**src/rtl/midi_square_poly.sv**
```systemverilog
// midi_square_poly: MIDI byte stream to VOICES polyphonic square-wave oscillators.
// Ports: clk, rst (async high); rx_valid/rx_byte in; voice_out, voice_active, buzz, drop out.
// Optional macro M2S_VELOCITY_DUTY_EN: duty cycle follows note velocity.
module midi_square_poly #(
    parameter int VOICES  = 4,
    parameter int CHANNEL = 0,
    parameter int OMNI    = 0,
    parameter int CNT_W   = 25
) (
    input  logic              clk,
    input  logic              rst,
    input  logic              rx_valid,
    input  logic [7:0]        rx_byte,
    output logic [VOICES-1:0] voice_out,
    output logic [VOICES-1:0] voice_active,
    output logic              buzz,
    output logic              drop
);
    localparam int IW = (VOICES > 1) ? $clog2(VOICES) : 1;

    typedef enum logic [2:0] {IDLE, DATA1, DATA2, SKIP1, SKIP2} state_t;

    state_t     state, state_n;
    logic       rs_on, rs_on_n;
    logic       skip2, skip2_n;
    logic [6:0] note_q, note_n;
    logic       issue;
    logic       msg_on;

    logic       is_rt, is_sys, is_chan, is_data, chan_ok;
    logic [3:0] hi;

    assign hi      = rx_byte[7:4];
    assign is_rt   = (hi == 4'hF) && rx_byte[3];
    assign is_sys  = (hi == 4'hF) && !rx_byte[3];
    assign is_chan = rx_byte[7] && (hi != 4'hF);
    assign is_data = !rx_byte[7];
    assign chan_ok = (OMNI != 0) || (rx_byte[3:0] == 4'(CHANNEL));
    assign msg_on  = rs_on && (rx_byte[6:0] != 7'd0);

    always_ff @(posedge clk or posedge rst) begin
        if (rst) begin
            state  <= IDLE;
            rs_on  <= 1'b0;
            skip2  <= 1'b0;
            note_q <= '0;
        end else begin
            state  <= state_n;
            rs_on  <= rs_on_n;
            skip2  <= skip2_n;
            note_q <= note_n;
        end
    end

    always_comb begin
        state_n = state;
        rs_on_n = rs_on;
        skip2_n = skip2;
        note_n  = note_q;
        issue   = 1'b0;
        if (rx_valid) begin
            unique case (1'b1)
                is_rt: ;
                is_sys: state_n = IDLE;
                is_chan: begin
                    if ((hi == 4'h8 || hi == 4'h9) && chan_ok) begin
                        rs_on_n = hi[0];
                        state_n = DATA1;
                    end else begin
                        // program change / channel pressure carry one data byte
                        skip2_n = !(hi == 4'hC || hi == 4'hD);
                        state_n = skip2_n ? SKIP2 : SKIP1;
                    end
                end
                is_data: begin
                    case (state)
                        DATA1: begin
                            note_n  = rx_byte[6:0];
                            state_n = DATA2;
                        end
                        DATA2: begin
                            issue   = 1'b1;
                            state_n = DATA1;
                        end
                        SKIP2: state_n = SKIP1;
                        SKIP1: state_n = skip2 ? SKIP2 : SKIP1;
                        default: ;
                    endcase
                end
            endcase
        end
    end

    // period from note: base table for octave 4, shifted per octave
    logic [3:0]       semi, oct;
    logic [16:0]      base;
    logic [CNT_W-1:0] new_period, new_high;

    assign oct  = 4'(note_q / 7'd12);
    assign semi = 4'(note_q % 7'd12);

    always_comb begin
        case (semi)
            4'd0:    base = 17'd91736;
            4'd1:    base = 17'd86587;
            4'd2:    base = 17'd81728;
            4'd3:    base = 17'd77141;
            4'd4:    base = 17'd72811;
            4'd5:    base = 17'd68724;
            4'd6:    base = 17'd64867;
            4'd7:    base = 17'd61227;
            4'd8:    base = 17'd57790;
            4'd9:    base = 17'd54547;
            4'd10:   base = 17'd51485;
            default: base = 17'd48596;
        endcase
        if (oct < 4'd4)
            new_period = CNT_W'(base) << (4'd4 - oct);
        else
            new_period = CNT_W'(base) >> (oct - 4'd4);
    end

`ifdef M2S_VELOCITY_DUTY_EN
    logic [CNT_W+6:0] prod;
    assign prod     = (CNT_W+7)'(new_period) * (CNT_W+7)'(rx_byte[6:0]);
    assign new_high = CNT_W'(prod >> 8);
`else
    assign new_high = new_period >> 1;
`endif

    logic [VOICES-1:0] active, out;
    logic [6:0]        vnote  [VOICES];
    logic [CNT_W-1:0]  per    [VOICES];
    logic [CNT_W-1:0]  high   [VOICES];
    logic [CNT_W-1:0]  cnt    [VOICES];
    logic [CNT_W-1:0]  cnt_nx [VOICES];

    logic          hit, has_free;
    logic [IW-1:0] hit_idx, free_idx, load_idx;
    logic          do_on, do_off, load_en;

    // descending scan so the lowest index wins
    always_comb begin
        hit      = 1'b0;
        hit_idx  = '0;
        has_free = 1'b0;
        free_idx = '0;
        for (int i = VOICES - 1; i >= 0; i--) begin
            if (active[i] && vnote[i] == note_q) begin
                hit     = 1'b1;
                hit_idx = IW'(i);
            end
            if (!active[i]) begin
                has_free = 1'b1;
                free_idx = IW'(i);
            end
        end
    end

    assign do_on    = issue && msg_on;
    assign do_off   = issue && !msg_on && hit;
    assign load_en  = do_on && (hit || has_free);
    assign load_idx = hit ? hit_idx : free_idx;

    always_comb begin
        for (int i = 0; i < VOICES; i++)
            cnt_nx[i] = (cnt[i] == per[i] - 1'b1) ? '0 : cnt[i] + 1'b1;
    end

    always_ff @(posedge clk or posedge rst) begin
        if (rst) begin
            drop   <= 1'b0;
            active <= '0;
            out    <= '0;
            for (int i = 0; i < VOICES; i++) begin
                vnote[i] <= '0;
                per[i]   <= '0;
                high[i]  <= '0;
                cnt[i]   <= '0;
            end
        end else begin
            drop <= do_on && !hit && !has_free;
            for (int i = 0; i < VOICES; i++) begin
                if (load_en && load_idx == IW'(i)) begin
                    active[i] <= 1'b1;
                    vnote[i]  <= note_q;
                    per[i]    <= new_period;
                    high[i]   <= new_high;
                    cnt[i]    <= '0;
                    out[i]    <= (new_high != '0);
                end else if (do_off && hit_idx == IW'(i)) begin
                    active[i] <= 1'b0;
                    cnt[i]    <= '0;
                    out[i]    <= 1'b0;
                end else if (active[i]) begin
                    cnt[i] <= cnt_nx[i];
                    out[i] <= (cnt_nx[i] < high[i]);
                end
            end
        end
    end

    assign voice_out    = out;
    assign voice_active = active;
    assign buzz         = |out;
endmodule
```
**config.mk**
```make
export PLATFORM = sky130hd
export DESIGN_NAME = midi_square_poly
export DESIGN_NICKNAME = d
export VERILOG_FILES = /design/src/rtl/midi_square_poly.sv
export SDC_FILE = /design/constraint.sdc
export NUM_CORES = 1
export LEC_CHECK = 0
export BUFFER_PORTS_ARGS = -buffer_cell sky130_fd_sc_hd__buf_2
export CAP_MARGIN = 20
export CELL_PAD_IN_SITES_DETAIL_PLACEMENT = 0
export CELL_PAD_IN_SITES_GLOBAL_PLACEMENT = 1
export CORE_ASPECT_RATIO = 0.8
export CORE_MARGIN = 8
export CORE_UTILIZATION = 35
export CTS_BUF_LIST = sky130_fd_sc_hd__clkbuf_8
export DETAILED_ROUTE_END_ITERATION = 12
export GPL_TIMING_DRIVEN = 0
export PLACE_DENSITY = 0.7
export REMOVE_ABC_BUFFERS = 1
export SLEW_MARGIN = 30
export SYNTH_ARGS = -nofsm -noshare
export SYNTH_HDL_FRONTEND = slang
export SYNTH_SLANG_ARGS = --single-unit
export TNS_END_PERCENT = 50
```
**constraint.sdc**
```tcl
create_clock -name clk -period 11.7 [get_ports clk]
set_input_delay 3.51 -clock clk [delete_from_list [all_inputs] [get_ports clk]]
set_output_delay 3.51 -clock clk [all_outputs]
set_load 0.01 [all_outputs]
```
==> results.sh <==
export IMPL_worstPathArrival_ns=7.32
export IMPL_antenna_found_initial=0
export IMPL_cts_max_level=2
export IMPL_slew_headroom_pct=31.3
export IMPL_crit_path_start_kind="flop"
export IMPL_grt_max_degree=89
export IMPL_synthFlopType="dfrtp_1"
export IMPL_drive_above_1_share_pct=9.81
export IMPL_avgViaCountPerCell=5.86
export IMPL_port_buffer_count=20
export IMPL_grt_pass1_vias=20800
export IMPL_rsz0062_at_grt="no"
export IMPL_routedWlPerCell_um=21.1
export IMPL_clk_path_buf_depth=3
export IMPL_ys_async_sr_fraction_pct=100
export IMPL_ff2ff_path_depth=13
export IMPL_grt_ovfl_total=0
export IMPL_r2r_start="note_q[4]$_DFFE_PP0P_"
export IMPL_ys_types=119
export IMPL_ant_nets=0
export IMPL_cts_buffers=48
export IMPL_netlist_area_um2=22700
export IMPL_ctsResizeCount=0
export IMPL_rows=83
export IMPL_area_delta_synth_final_pct=8.69
export IMPL_syn_avg_cell_area_um2=7.87
export IMPL_insertion_delay_ns=0.66
export IMPL_yosysWarnings=0
export IMPL_min_from="vnote[7]$_DFFE_PP0P_"
export IMPL_final_area_um2=24700
export IMPL_chipHeight_um=244
export IMPL_drc=0
export IMPL_synth_cells=2887
export IMPL_io_pins=21
export IMPL_core_um2=64200
export IMPL_path_max_fanout=52
export IMPL_hold_end="vnote[7]$_DFFE_PP0P_"
export IMPL_r2r_end="voice_out[3]$_DFFE_PP0P_"
export IMPL_fin_hold_ws_ns=0.504
export IMPL_clock_sinks=249
export IMPL_multiInputGateArea_um2=15300
export IMPL_die_width_um=301
export IMPL_end_kind="flop"
export IMPL_required_ns=12.21
export IMPL_drv_cap=0
export IMPL_seq_area_frac_synth_pct=27.4
export IMPL_track_usage_pct=20.6
export IMPL_synth_edf_count=0
export IMPL_placed_cell_area_um2=23700
export IMPL_initial_utilization_pct=35.4
export IMPL_path_class="flop to flop"
export IMPL_worstMarginPinSlew_ns=1.03
export IMPL_place_inst=3609
export IMPL_fin_cells=3696
export IMPL_postCtsSetupRepairBufs=0
export IMPL_n_fill_cell=6608
export IMPL_dr_pass1_iters=6
export IMPL_status="finished clean"
export IMPL_holdPathStages=2
export IMPL_final_nets=2931
export IMPL_vias=21700
export IMPL_regArea_um2=6250
export IMPL_place_congestion=0.922
export IMPL_slew_violations=0
export IMPL_dieArea_um2=73400
export IMPL_cts_root_buffer="clkbuf_8"
export IMPL_grt_pass1_wl_um=122000
export IMPL_holdCritPathClass="flop to flop"
export IMPL_dp_hpwl_um=57200
export IMPL_cts_tree="yes"
export IMPL_rrSetupSlack_ns=4.88
export IMPL_timing_hold_violations_final=0
export IMPL_holdBufCountCts=0
export IMPL_synth_seq_cells=249
export IMPL_first_iter_violations=1814
export IMPL_fmax_mhz=147
export IMPL_finalSetupViolCount=0
export IMPL_min_period_ns=6.82
export IMPL_clk_pin_slew_ns=0.07
export IMPL_finalClockSkew_ns=0.0383
export IMPL_fin_crit_sh_pct=58.3
export IMPL_drt_total_wl_um=77800
==> how the worst max path moves through the flow <==
stage / start / end / slack (ns) / cells after the start
6_report: note_q[4]$_DFFE_PP0P_ / voice_out[3]$_DFFE_PP0P_ / 4.88 / 13
5_1_grt: note_q[4]$_DFFE_PP0P_ / voice_out[3]$_DFFE_PP0P_ / 4.67 / 13
4_1_cts: note_q[4]$_DFFE_PP0P_ / voice_out[0]$_DFFE_PP0P_ / 5.04 / 13
3_5_place_dp: rx_byte[1] / voice_out[0]$_DFFE_PP0P_ / 4.53 / 11
3_3_place_gp: rst / cnt[5]$_DFFE_PP0P_ / -2.04 / 2
2_1_floorplan: rst / cnt[0]$_DFFE_PP0P_ / 1.35 / 1
==> cells in the mapped netlist (10+ instances only) <==
master	number	share of area, %
xnor2_1	158	6.1
buf_2	35	0.77
nand2_1	223	3.7
nor2b_1	31	0.85
nand2b_1	27	0.74
nor2_1	346	5.7
buf_4	12	0.40
nand3b_1	24	0.79
a221oi_1	16	0.62
a211oi_1	20	0.66
mux2_2	31	1.5
clkbuf_1	127	2.1
o221ai_1	10	0.39
nor3_1	98	2.2
ha_1	111	6.1
mux2i_1	62	2.7
a21oi_1	182	4.0
nand4_1	57	1.6
a211o_1	10	0.39
nor4_1	48	1.3
a22oi_1	28	0.92
o31ai_1	13	0.43
and3_1	49	1.3
o211ai_1	17	0.56
and4_1	12	0.46
xor2_1	85	3.3
or2_2	11	0.30
or3_1	23	0.63
or4_1	24	0.79
inv_1	134	2.2
o21ai_0	177	3.9
dfrtp_1	249	27
a21o_1	39	1.3
nor3b_1	14	0.46
and2_1	25	0.69
o22ai_1	22	0.61
a31oi_1	21	0.58
nand3_1	89	2.0
o21ai_1	12	0.26
==> state kept, by name, indices dropped and copies added (netlist names) <==
register      cells
cnt             100
per             100
vnote            28
note_q            7
voice_active      4
voice_out         4
state             3
drop              1
rs_on             1
skip2             1
==> worst max-delay path, stage by stage (launching register included) <==
cell and delay (ns):
dfrtp_4 0.87, nand2b_1 0.40, o32a_2 0.51, nor3b_4 0.20
nand2_4 0.29, inv_4 0.23, ha_2 0.28, xnor2_2 0.76
nor2_1 0.48, a221oi_1 0.38, nand4_1 0.84, or4b_1 0.85
nor4_4 0.44, a31oi_1 0.13
==> area by class of cell <==
type	count	share of cell area, %
Multi-Input combinational cell	2309	61.9
Sequential cell	249	25.3
Tap cell	850	4.31
Clock buffer	62	3.45
Timing Repair Buffer	59	2.23
Inverter	142	2.20
Clock inverter	24	0.567
Antenna cell	1	0.0101
==> stage by stage <==
step | setup WS (ns) | util, % | setup TNS, ns
floorplan | 1.35 | - | 0
global placement | -2.04 | 35.9 | -510.31
detailed placement | 4.53 | 36.9 | 0
CTS | 5.04 | 38.5 | 0
global route | 4.67 | 38.5 | 0
finish | 4.88 | 38.5 | 0
==> metal layers <==
layer  GRT usage, %  share of wire (%)
met4           6.24                2.7
met1           30.2                 49
met5              0                  0
met3           3.98                6.7
met2           30.1                 42
==> cells by family (layout without fill, tap and decap cells) <==
kind of cell             after synthesis  in the layout  share of synthesized area [%]
AND/OR/NAND/NOR                     1153           1153                           25.9
AO/OA/AOI/OAI                        701            701                           20.3
buffers and inverters                329            287                           6.00
flip-flops                           249            249                           27.4
XOR/XNOR                             248            248                           9.77
adder cells (fa/ha/maj)              111            111                           6.11
multiplexers                          96             96                           4.48
other                                  0              1                              0
==> layout by cell type, fill, tap and decap left out, drive strengths merged, types with 49 or more instances in the layout <==
cell and n:
and3 49, xor2 87, nand3 90, nand4 57
buf 58, nor3 102, xnor2 161, inv 157
ha 111, o21ai 190, nor2 346, a21oi 184
clkbuf 62, dfrtp 249, nand2 225, mux2i 63
nor4 55
Power is not shown: default switching activity piles up to over one toggle a cycle in this logic, so the estimate is an artifact.
